**src/rtl/loader_pkg.sv**
```systemverilog
// Shared types and constants for the host-side boot loader that feeds the cpu's
// external instruction/data memory write ports.
package loader_pkg;

  typedef enum logic [2:0] {
    IDLE = 3'd0,
    ADDR = 3'd1,
    DATA = 3'd2,
    RUN  = 3'd3,
    ERR  = 3'd4
  } state_e;

  localparam logic [1:0] OP_LOAD_I = 2'b00;
  localparam logic [1:0] OP_LOAD_D = 2'b01;
  localparam logic [1:0] OP_HALT   = 2'b10;
  localparam logic [1:0] OP_GO     = 2'b11;

  // Depths of the instruction and data memories inside the cpu, in 32-bit words.
  localparam int IMEM_DEPTH = 512;
  localparam int DMEM_DEPTH = 1024;
  localparam int CNT_DEF_W  = 16;

endpackage

```
**src/rtl/cpu_loader.sv**
```systemverilog
// Boot loader: decodes a host word stream into cpu memory writes and gates the
// cpu enable. Header = {opcode[31:30], count[CNT_W-1:0]}, then base address, then data.
module cpu_loader
  import loader_pkg::*;
#(
  parameter int IMEM_WORDS = IMEM_DEPTH,
  parameter int DMEM_WORDS = DMEM_DEPTH,
  parameter int CNT_W      = CNT_DEF_W
) (
  input  logic             clk,
  input  logic             rst,
  input  logic             s_valid,
  input  logic [31:0]      s_data,
  output logic             s_ready,
  output logic [31:0]      imem_addr,
  output logic             imem_wen,
  output logic [31:0]      imem_wdata,
  output logic [31:0]      dmem_addr,
  output logic             dmem_wen,
  output logic [31:0]      dmem_wdata,
  output logic             cpu_enable,
  output logic             busy,
  output logic             error,
  output logic [CNT_W-1:0] words_loaded
);

  localparam logic [29:0] IMEM_LIM = 30'(IMEM_WORDS);
  localparam logic [29:0] DMEM_LIM = 30'(DMEM_WORDS);

  state_e           state_q, state_d;
  logic             target_q, target_d;    // 0 = imem, 1 = dmem
  logic [CNT_W-1:0] count_q, count_d;
  logic [31:0]      addr_q, addr_d;        // address of the next data beat
  logic [CNT_W-1:0] words_loaded_q, words_loaded_d;
  logic [31:0]      imem_addr_q, imem_addr_d, imem_wdata_q, imem_wdata_d;
  logic [31:0]      dmem_addr_q, dmem_addr_d, dmem_wdata_q, dmem_wdata_d;
  logic             imem_wen_q, imem_wen_d, dmem_wen_q, dmem_wen_d;
  logic             s_ready_q, s_ready_d, busy_q, busy_d;
  logic             cpu_enable_q, cpu_enable_d, error_q, error_d;

  logic       beat;
  logic [1:0] op;
  logic       out_of_range;
  logic       last_beat;

  assign beat         = s_valid && s_ready_q;
  assign op           = s_data[31:30];
  assign out_of_range = target_q ? (addr_q[31:2] >= DMEM_LIM) : (addr_q[31:2] >= IMEM_LIM);
  assign last_beat    = (words_loaded_q == count_q - CNT_W'(1));

  always_comb begin
    state_d        = state_q;
    target_d       = target_q;
    count_d        = count_q;
    addr_d         = addr_q;
    words_loaded_d = words_loaded_q;
    imem_addr_d    = imem_addr_q;
    imem_wdata_d   = imem_wdata_q;
    imem_wen_d     = 1'b0;
    dmem_addr_d    = dmem_addr_q;
    dmem_wdata_d   = dmem_wdata_q;
    dmem_wen_d     = 1'b0;

    case (state_q)
      IDLE: if (beat) begin
        if (op == OP_LOAD_I || op == OP_LOAD_D) begin
          target_d = (op == OP_LOAD_D);
          count_d  = s_data[CNT_W-1:0];
          state_d  = ADDR;
        end else if (op == OP_GO) begin
          state_d = RUN;
        end
      end
      ADDR: if (beat) begin
        if (s_data[1:0] != 2'b00) begin
          state_d = ERR;
        end else if (count_q == '0) begin
          state_d = IDLE;
        end else begin
          addr_d         = s_data;
          words_loaded_d = '0;
          state_d        = DATA;
        end
      end
      DATA: if (beat) begin
        // An out-of-range beat is dropped; writes already made stay in memory.
        if (out_of_range) begin
          state_d = ERR;
        end else begin
          if (target_q) begin
            dmem_addr_d  = addr_q;
            dmem_wdata_d = s_data;
            dmem_wen_d   = 1'b1;
          end else begin
            imem_addr_d  = addr_q;
            imem_wdata_d = s_data;
            imem_wen_d   = 1'b1;
          end
          addr_d = addr_q + 32'd4;
          if (words_loaded_q != '1) words_loaded_d = words_loaded_q + CNT_W'(1);
          if (last_beat) state_d = IDLE;
        end
      end
      RUN: if (beat) begin
        if (op == OP_LOAD_I || op == OP_LOAD_D) state_d = ERR;
        else if (op == OP_HALT) state_d = IDLE;
      end
      default: state_d = ERR;
    endcase

    s_ready_d    = (state_d != ERR);
    busy_d       = (state_d == ADDR) || (state_d == DATA);
    cpu_enable_d = (state_d == RUN);
    error_d      = (state_d == ERR);
  end

  always_ff @(posedge clk) begin
    if (rst) begin
      state_q        <= IDLE;
      target_q       <= 1'b0;
      count_q        <= '0;
      addr_q         <= '0;
      words_loaded_q <= '0;
      imem_addr_q    <= '0;
      imem_wdata_q   <= '0;
      imem_wen_q     <= 1'b0;
      dmem_addr_q    <= '0;
      dmem_wdata_q   <= '0;
      dmem_wen_q     <= 1'b0;
      s_ready_q      <= 1'b0;
      busy_q         <= 1'b0;
      cpu_enable_q   <= 1'b0;
      error_q        <= 1'b0;
    end else begin
      state_q        <= state_d;
      target_q       <= target_d;
      count_q        <= count_d;
      addr_q         <= addr_d;
      words_loaded_q <= words_loaded_d;
      imem_addr_q    <= imem_addr_d;
      imem_wdata_q   <= imem_wdata_d;
      imem_wen_q     <= imem_wen_d;
      dmem_addr_q    <= dmem_addr_d;
      dmem_wdata_q   <= dmem_wdata_d;
      dmem_wen_q     <= dmem_wen_d;
      s_ready_q      <= s_ready_d;
      busy_q         <= busy_d;
      cpu_enable_q   <= cpu_enable_d;
      error_q        <= error_d;
    end
  end

  assign s_ready      = s_ready_q;
  assign imem_addr    = imem_addr_q;
  assign imem_wen     = imem_wen_q;
  assign imem_wdata   = imem_wdata_q;
  assign dmem_addr    = dmem_addr_q;
  assign dmem_wen     = dmem_wen_q;
  assign dmem_wdata   = dmem_wdata_q;
  assign cpu_enable   = cpu_enable_q;
  assign busy         = busy_q;
  assign error        = error_q;
  assign words_loaded = words_loaded_q;

endmodule

```
**config.mk**
```make
export PLATFORM = sky130hd
export DESIGN_NAME = cpu_loader
export DESIGN_NICKNAME = d
export VERILOG_FILES = /design/src/rtl/loader_pkg.sv /design/src/rtl/cpu_loader.sv
export SDC_FILE = /design/constraint.sdc
export NUM_CORES = 1
export LEC_CHECK = 0
export ABC_AREA = 1
export CAP_MARGIN = 20
export CORE_MARGIN = 1.5
export CORE_UTILIZATION = 49
export DETAILED_ROUTE_END_ITERATION = 8
export PLACE_DENSITY = 0.78
export SLEW_MARGIN = 25
export SYNTH_ARGS = -nofsm -noshare
export SYNTH_HDL_FRONTEND = slang
export SYNTH_SLANG_ARGS = --single-unit
```
**constraint.sdc**
```tcl
create_clock -name clk -period 2.4 [get_ports clk]
set_input_delay 0.36 -clock clk [delete_from_list [all_inputs] [get_ports clk]]
set_output_delay 0.36 -clock clk [all_outputs]
set_load 0.05 [all_outputs]
```
== Yosys cells after proc, flatten, opt, wreduce, memory -nomap -nowiden ==
Index checks and enable logic that the tools add are counted.
Cells by class
  $add $sub $neg: 3
  $mul: 0
  order comparisons: 2
  reductions and logical operators: 14
  eq/ne operators: 19
  shifts and indexed selects: 0
  bitwise logic cells: 4
  div/mod/pow operators: 0
  multiplexer cells: 29
Operators with widths (number)
  $mux W32: 5
  $mux W16: 6
  $pmux W32 S2: 1
  $mux W3: 11
  $add A32 B3 Y32 const B: 1
  $pmux W16 S2: 1
  $ge A30 B10 Y1 const B: 1
  $ge A30 B11 Y1 const B: 1
  $add A16 B1 Y16 const B: 1
  $eq A16 B16 Y1: 1
  $logic_not A16 Y1: 1
  $ne A16 B16 Y1 const B: 1
  $sub A16 B1 Y16 const B: 1
  $eq A3 B2 Y1 const B: 4
  $ne A2 B2 Y1 const B: 6
  $pmux W3 S4: 1
  $reduce_and A4 Y1: 2
  $reduce_and A7 Y1: 1
  $eq A3 B1 Y1 const B: 2
  $reduce_and A6 Y1: 1
  $eq A2 B2 Y1 const B: 2
  $not A1 Y1: 4
  $reduce_bool A2 Y1: 2
  $reduce_or A4 Y1: 1
  other kinds (10): 13
Word-level totals
  output and inout port bits: 150
  memories kept: 0
  word-level logic and storage cells: 86
  memory bits (read-only): 0
  bits in latches: 0
  input port bits: 35
  bits in writable memories: 0
  bits in registers: 202

== Depth between registers and ports, before layout ==
Gate-level depths: netlist of run 1.
  depth after elaboration: 8
  depth in mapped cells: 18
  mapped depth without buffers: 18

== Least setup slack after synthesis of run 1 ==
No wires, ideal clock.
  path type: flip-flop to flip-flop
  from: register words_loaded_q[1] (netlist: words_loaded[1])
  to: register words_loaded_q[9] (netlist: words_loaded[9])
  period minus slack after synthesis: 2047 ps
  path buffers: 1
  stages on the path, launching flop included: 11
  setup time: 71 ps
  data required time: 2329 ps
  path slack: 353 ps
  arrival time: 1976 ps
  cells stage by stage: dfxtp_1 > ha_1 > nand3_1 > nor2_1 > nand3_1 > o21ai_1 > a21oi_2 > nand2_4 > buf_6 > nand2_1 > a21oi_1
On the way
  longest elaborated chain between the ends: 5
  elaborated cells on any way between the ends: 8
  those cells by class: add/sub (1); eq/ne (2); mux (4); reduce/logical (1)
Ends and longest elaborated chain
  start: declaration: line cpu_loader.sv:34  | logic [CNT_W-1:0] words_loaded_q, words_loaded_d;
  start signal: assignment: line cpu_loader.sv:139  | words_loaded_q <= words_loaded_d;
  $add A16 B1 Y16: line cpu_loader.sv:100  | if (words_loaded_q != '1) words_loaded_d = words_loaded_q + CNT_W'(1);
  $mux W16: line cpu_loader.sv:100
  $mux W16: line cpu_loader.sv:87  | if (out_of_range) begin
  $mux W16: line cpu_loader.sv:85  | DATA: if (beat) begin
  $pmux W16 S2: line cpu_loader.sv:64  | case (state_q)
Parallel ways exist; a longest one is shown, timed or not. The select of a mux whose other input is x is not followed.
A chain may end at the register's enable or synchronous reset.

== Worst setup path after layout of run 1 ==
  from: register words_loaded_q[11] (netlist: words_loaded[11])
  to: output words_loaded[11]
RTL lines
  end: declaration: line cpu_loader.sv:24  | output logic [CNT_W-1:0] words_loaded
No word-level cell between the ends.

==> metrics, run 1 <==
Routed Antenna Nets=0; HPWL Detailed=16970 um; fillers=1501; Net Sw Frac=24.33%; final hold slack=229.1 ps; Syn-to-layout area delta=32.68%; post-synthesis cell area=8626 um^2; clk slew on worst S/H paths=60 ps; max frequency=449.8 MHz; DRC=0; gr usage total=26.20%; Switch Pwr=1.878 mW; global-route wire length before repair=38550 um; diodes inserted=0; Mapped Cells=1137; vias in the first global route=7697; Slew HR=58.33%; Worst EP arrival=1860 ps; Final nets=1344; Top FF cell, synth=dfxtp_1; Area contributors post-synth=dfxtp_1 (47%), nor2_1 (7.7%), o21ai_0 (7.4%); layout cells sized above 1=7.419%; CP Launch Type=flip-flop; reg2reg start=addr_q[22]; Synth Net Count=1176; internal power=5.840 mW; fin util=66.40%; Max IR drop VDD=0.0005127 V; Fin Setup TNS=0 ps; Cell Rows=48; Inst Count DP=1506; TritonCTS clock tree=yes; multi-input combinational cell area=3834 um^2; Die Ht=135.7 um; die area=18410 um^2; clock network fraction of total power=45.8%; EDFF count, synth=0; Max FO, Critical Path=8; crit path capture type=output pin; max incr delay on CP=870 ps; worst-case hold path end point=words_loaded[5]; clk sinks=202; fin crit period=2223 ps; Root Buffer=clkbuf_16; Netlist cell types=49; via/cell ratio=5.299; CP required=2040 ps; final cycle utilization of the critical path=92.63%; final count of pins violating max slew=0; slowest CP cell=clkdlybuf4s50_1; Overflow after GRT=0; post-cts repair resize count=0; RSZ-0062 raised after global routing=no; Area after DPL=10670 um^2; hold crit path type=input pin to flip-flop; Sequential Power Share=44.7%; Top delay family on crit path=buffers and inverters; Yosys top cell area share=46.88%; WS Path Type=flip-flop to output pin; max-cap viol count=0; final WL=24320 um; WP buf/inv=1; Tightest Pin Transition=624.3 ps; post-cts hold buffer count=0; Power Total=7.718 mW; HP Start=rst; Iter 0 DRT Violations=654; Starting Density=50.04%; Die Wd=135.7 um; Ys Warns=0; I/O Buffers=184; Final Setup Violations=0; Post-Layout Cell Count=1546; placeable core region=17240 um^2; power density cells=674.4 nW/um^2; status=finished, final reports clean; routed wire length per instance=15.73 um; # IOs=185; post-synth top area cell=dfxtp_1; syn_area_per_cell=7.586 um^2; postcts setup bufs=0; DR pass1 iterations=5; depth of the most critical reg-to-reg path=11; Comb power frac=9.6%; GP Congestion=0.9483; clk buf depth=3; ys async rst share=0%; largest net degree at the start of global routing=83; flop-to-flop setup slack=210 ps; final hold violations=0; Vias=8192; reg-to-reg endpoint=dmem_wdata[0]; clock skew=16.74 ps; antenna violations before repair=1; Lkg Pwr=4.413 nW; setup ws final=177.0 ps; cell chain of the critical path=clkdlybuf4s50_1; fin area=11440 um^2; post-synthesis sequential area ratio=46.88%; pre-CTS setup slack=148.4 ps; Skew-Pair Late Insertion Delay=510 ps; TritonCTS Buffers=22; FF+latch count, synth=202; # H-tree levels=1; Register Area=4044 um^2; Hold Path Cell Cnt=2
[synthesized netlist by cell type (5+ instances only)]
library cell and n:
o21ai_0 127, and3_1 21, dfxtp_1 202, buf_4 6, a211oi_2 9, nand2_1 152
nor2_1 177, nand3_1 41, buf_6 5, clkbuf_1 42, a21oi_1 98, a31oi_1 9
nand4_1 15, a211oi_1 6, xnor2_1 9, nor4_1 9, nand2_2 5, nor3_1 16
buf_2 8, xor2_1 22, inv_1 113
[how the worst max path moves through the flow]
stage                     startpoint                to  slack [ps]  cells past startpoint
finish              words_loaded[11]  words_loaded[11]         180                      1
global route              addr_q[16]     dmem_wdata[0]          20                     11
CTS                 words_loaded[11]  words_loaded[11]         160                      1
detailed placement           s_valid     imem_wdata[0]         150                      7
global placement             s_valid     imem_wdata[0]         140                      7
floorplan            words_loaded[1]   words_loaded[9]         350                     10
[layer usage]
| metal | track usage, % | share of wire (%) | up-vias | wire length (um) |
|---|---|---|---|---|
| met1 | 33.56 | 43 | 3776 | 10400 |
| li1 | - | - | 4059 | - |
| met4 | 8.781 | 2.6 | 0 | 644 |
| met5 | 0 | 0 | - | 0 |
| met2 | 40.78 | 44 | 308 | 10650 |
| met3 | 9.577 | 11 | 49 | 2622 |
[cell type report]
cell class / instances / area share, %
sequential: 202 / 35.33
multi-input combinational: 755 / 33.50
timing repair buffer: 206 / 18.04
clock buffer: 33 / 5.969
inverter: 118 / 3.903
tap: 225 / 2.460
clock inverter: 7 / 0.7981
[power groups by stage]
stage / Combinational, mW / Clock, mW / Sequential [mW]
6_report: 0.738 / 3.53 / 3.45
5_1_grt: 0.809 / 3.73 / 3.45
3_5_place_dp: 0.727 / 0 / 3.52
3_3_place_gp: 0.713 / 0 / 3.52
4_1_cts: 0.733 / 3.58 / 3.45
2_1_floorplan: 0.426 / 0 / 3.58
[state kept, by name, summed over array words and instances (netlist names)]
| name | count |
|---|---|
| state_q | 3 |
| error | 1 |
| target_q | 1 |
| count_q | 16 |
| dmem_wdata | 32 |
| words_loaded | 16 |
| imem_addr | 32 |
| cpu_enable | 1 |
| imem_wen | 1 |
| imem_wdata | 32 |
| addr_q | 32 |
| busy | 1 |
| dmem_wen | 1 |
| dmem_addr | 32 |
| s_ready | 1 |
[cell usage in the layout, fill, tap and decap left out, types with 5 or more instances in the layout]
| master | count |
|---|---|
| and3_1 | 21 |
| nand3_1 | 41 |
| a21oi_1 | 98 |
| nor3_1 | 16 |
| a211oi_2 | 9 |
| nand2_2 | 5 |
| buf_4 | 17 |
| a211oi_1 | 6 |
| clkbuf_16 | 23 |
| xnor2_1 | 9 |
| nand2_1 | 152 |
| nand4_1 | 15 |
| o21ai_0 | 127 |
| inv_1 | 112 |
| a31oi_1 | 9 |
| clkdlybuf4s50_1 | 183 |
| clkbuf_8 | 7 |
| dfxtp_1 | 202 |
| clkinv_2 | 6 |
| xor2_1 | 22 |
| nor4_1 | 9 |
| buf_12 | 5 |
| nor2_1 | 177 |
[cell families (layout without fill, tap and decap cells)]
family	after synthesis	in the layout	synth area share (%)
adders and majority gates	4	4	0.5802
DFF	202	202	46.88
and+or+nand+nor	453	453	23.18
buffers and inverters	180	364	8.674
xor gates and xnor gates	33	33	3.670
AOI/OAI and AO/OA	265	265	17.01
(Power assumes the default switching activity.)
==> run 2, diff against run 1 <==
--- a/config.mk
+++ b/config.mk
@@ -7,10 +7,12 @@
 export LEC_CHECK = 0
 export ABC_AREA = 1
 export CAP_MARGIN = 20
+export CELL_PAD_IN_SITES_DETAIL_PLACEMENT = 0
+export CELL_PAD_IN_SITES_GLOBAL_PLACEMENT = 1
 export CORE_MARGIN = 1.5
-export CORE_UTILIZATION = 49
+export CORE_UTILIZATION = 37
 export DETAILED_ROUTE_END_ITERATION = 8
-export PLACE_DENSITY = 0.78
+export PLACE_DENSITY = 0.81
 export SLEW_MARGIN = 25
 export SYNTH_ARGS = -nofsm -noshare
 export SYNTH_HDL_FRONTEND = slang
==> metrics, run 2 (same netlist as run 1, synthesis figures left out) <==
status=finished, final reports clean; via/cell ratio=4.850 (-8.5%); critical path depth in cells=1 (unchanged); post-cts repair resize count=0 (unchanged); DRC=0 (unchanged); Lkg Pwr=4.438 nW (+0.56%); most common cell after layout, fill and taps aside=dfxtp_1; cell chain of the critical path=clkdlybuf4s50_1; Sequential Power Share=44.1% (-0.6 points); Comb power frac=9.6% (about the same); Iter 0 DRT Violations=429 (-34%); Post-Layout Cell Count=1643 (+6.3%); largest net degree at the start of global routing=93 (+12%); clock skew=20.38 ps (+3.636 ps); fin crit period=2295 ps (+71.51 ps); internal power=5.853 mW (+0.22%); max incr delay on CP=880 ps (about the same); final WL=25420 um (+4.5%); reg-to-reg endpoint=addr_q[7]; flop-to-flop setup slack=300 ps (+90 ps); Max FO, Critical Path=7 (-1); Worst EP arrival=1930 ps (+70 ps); Net Sw Frac=25.17% (+0.84 points); Slew HR=58.47% (+0.14 points); Routed Antenna Nets=0 (unchanged); placeable core region=22780 um^2 (+32%); Syn-to-layout area delta=34.15%; diodes inserted=0 (unchanged); vias in the first global route=7565 (-1.7%); Vias=7969 (-2.7%); # H-tree levels=1 (unchanged); final hold violations=0 (unchanged); depth of the most critical reg-to-reg path=12 (+1); Final nets=1352 (+0.60%); CP Launch Type=flip-flop; max-cap viol count=0 (unchanged); Power Total=7.822 mW (+1.3%); Final Setup Violations=0 (unchanged); RSZ-0062 raised after global routing=no; Max IR drop VDD=0.0004492 V (-12%); Top delay family on crit path=buffers and inverters; I/O Buffers=184 (unchanged); reg2reg start=count_q[0]; final cycle utilization of the critical path=95.61% (+3.0 points); TritonCTS Buffers=23 (+4.5%); HP Start=rst; Die Wd=155.7 um (+15%); Starting Density=37.87% (-12 points); Cell Rows=55 (+15%); layout cells sized above 1=7.970% (+0.55 points); # IOs=185 (unchanged); Skew-Pair Late Insertion Delay=530 ps (+20 ps); most frequent cells in the layout=dfxtp_1 (202), clkdlybuf4s50_1 (183), nor2_1 (177); routed wire length per instance=15.47 um (-1.7%); clk slew on worst S/H paths=60 ps (about the same); Inst Count DP=1601 (+6.3%); CP required=2040 ps (about the same); DR pass1 iterations=5 (unchanged); global-route wire length before repair=40550 um (+5.2%); antenna violations before repair=1 (unchanged); post-cts hold buffer count=0 (unchanged); Switch Pwr=1.969 mW (+4.8%); Root Buffer=clkbuf_16; final hold slack=258.3 ps (+29.28 ps); TritonCTS clock tree=yes; WS Path Type=flip-flop to output pin; crit path capture type=output pin; Tightest Pin Transition=622.2 ps (-2.107 ps); clock network fraction of total power=46.4% (+0.6 points); WP buf/inv=1 (unchanged); clk buf depth=3 (unchanged); HPWL Detailed=17820 um (+5.0%); slowest CP cell=clkdlybuf4s50_1; Hold Path Cell Cnt=2 (unchanged); Die Ht=155.7 um (+15%); postcts setup bufs=0 (unchanged); final count of pins violating max slew=0 (unchanged); power density cells=676.0 nW/um^2 (+0.24%); Fin Setup TNS=0 ps (unchanged); hold crit path type=input pin to flip-flop; fillers=2217 (+48%); worst-case hold path end point=state_q[2]; GP Congestion=0.8286 (-13%); die area=24240 um^2 (+32%); gr usage total=20.84% (-5.4 points); clk sinks=202 (unchanged); Overflow after GRT=0 (unchanged); max frequency=435.8 MHz (-3.1%)
run 2: changes by cell type in the layout (fill, tap and decap cells not counted), moves of 2 or more:
cell and change:
buf_12 -3, clkinv_2 +2, buf_4 +10, clkbuf_8 -4
run 2: area by class of cell:
cell class	count	area [um^2]	area share (%)
sequential	202	4044	34.95
multi-input combinational	755	3834	33.13
timing repair buffer	213	2079	17.97
clock buffer	30	631.9	5.461
inverter	118	445.4	3.849
tap	313	391.6	3.385
clock inverter	12	145.1	1.254
run 2: how the worst max path moves through the flow:
stage	from	end	slack, ps
2_1_floorplan	words_loaded[1]	words_loaded[9]	350
3_3_place_gp	s_valid	words_loaded[5]	200
3_5_place_dp	s_valid	imem_wdata[16]	170
4_1_cts	words_loaded[13]	words_loaded[13]	90
5_1_grt	count_q[0]	addr_q[7]	10
6_report	words_loaded[13]	words_loaded[13]	110
run 2: metal layers:
layer	vias up	share of wire, %	GRT usage [%]
met5	-	0	0
met4	0	2.4	6.077
met3	37	9.1	7.139
met2	223	43	31.53
met1	3638	46	28.07
li1	4071	-	-
run 2: through the flow:
step / setup slack, ps / utilization [%] / area, um^2
after global placement: 202.3 / 47.39 / 10790
after floorplan: 353.1 / - / 8626
final: 105.5 / 50.80 / 11570
after global routing: 9.858 / 50.80 / 11570
after detailed placement: 169.8 / 47.39 / 10790
after CTS: 88.15 / 50.80 / 11570
run 2: power groups by stage:
stage | clock network (mW) | logic [mW] | registers [mW]
final | 3.63 | 0.747 | 3.45
after global routing | 3.84 | 0.828 | 3.45
after floorplan | 0 | 0.426 | 3.58
after CTS | 3.71 | 0.747 | 3.45
after global placement | 0 | 0.739 | 3.52
after detailed placement | 0 | 0.744 | 3.52
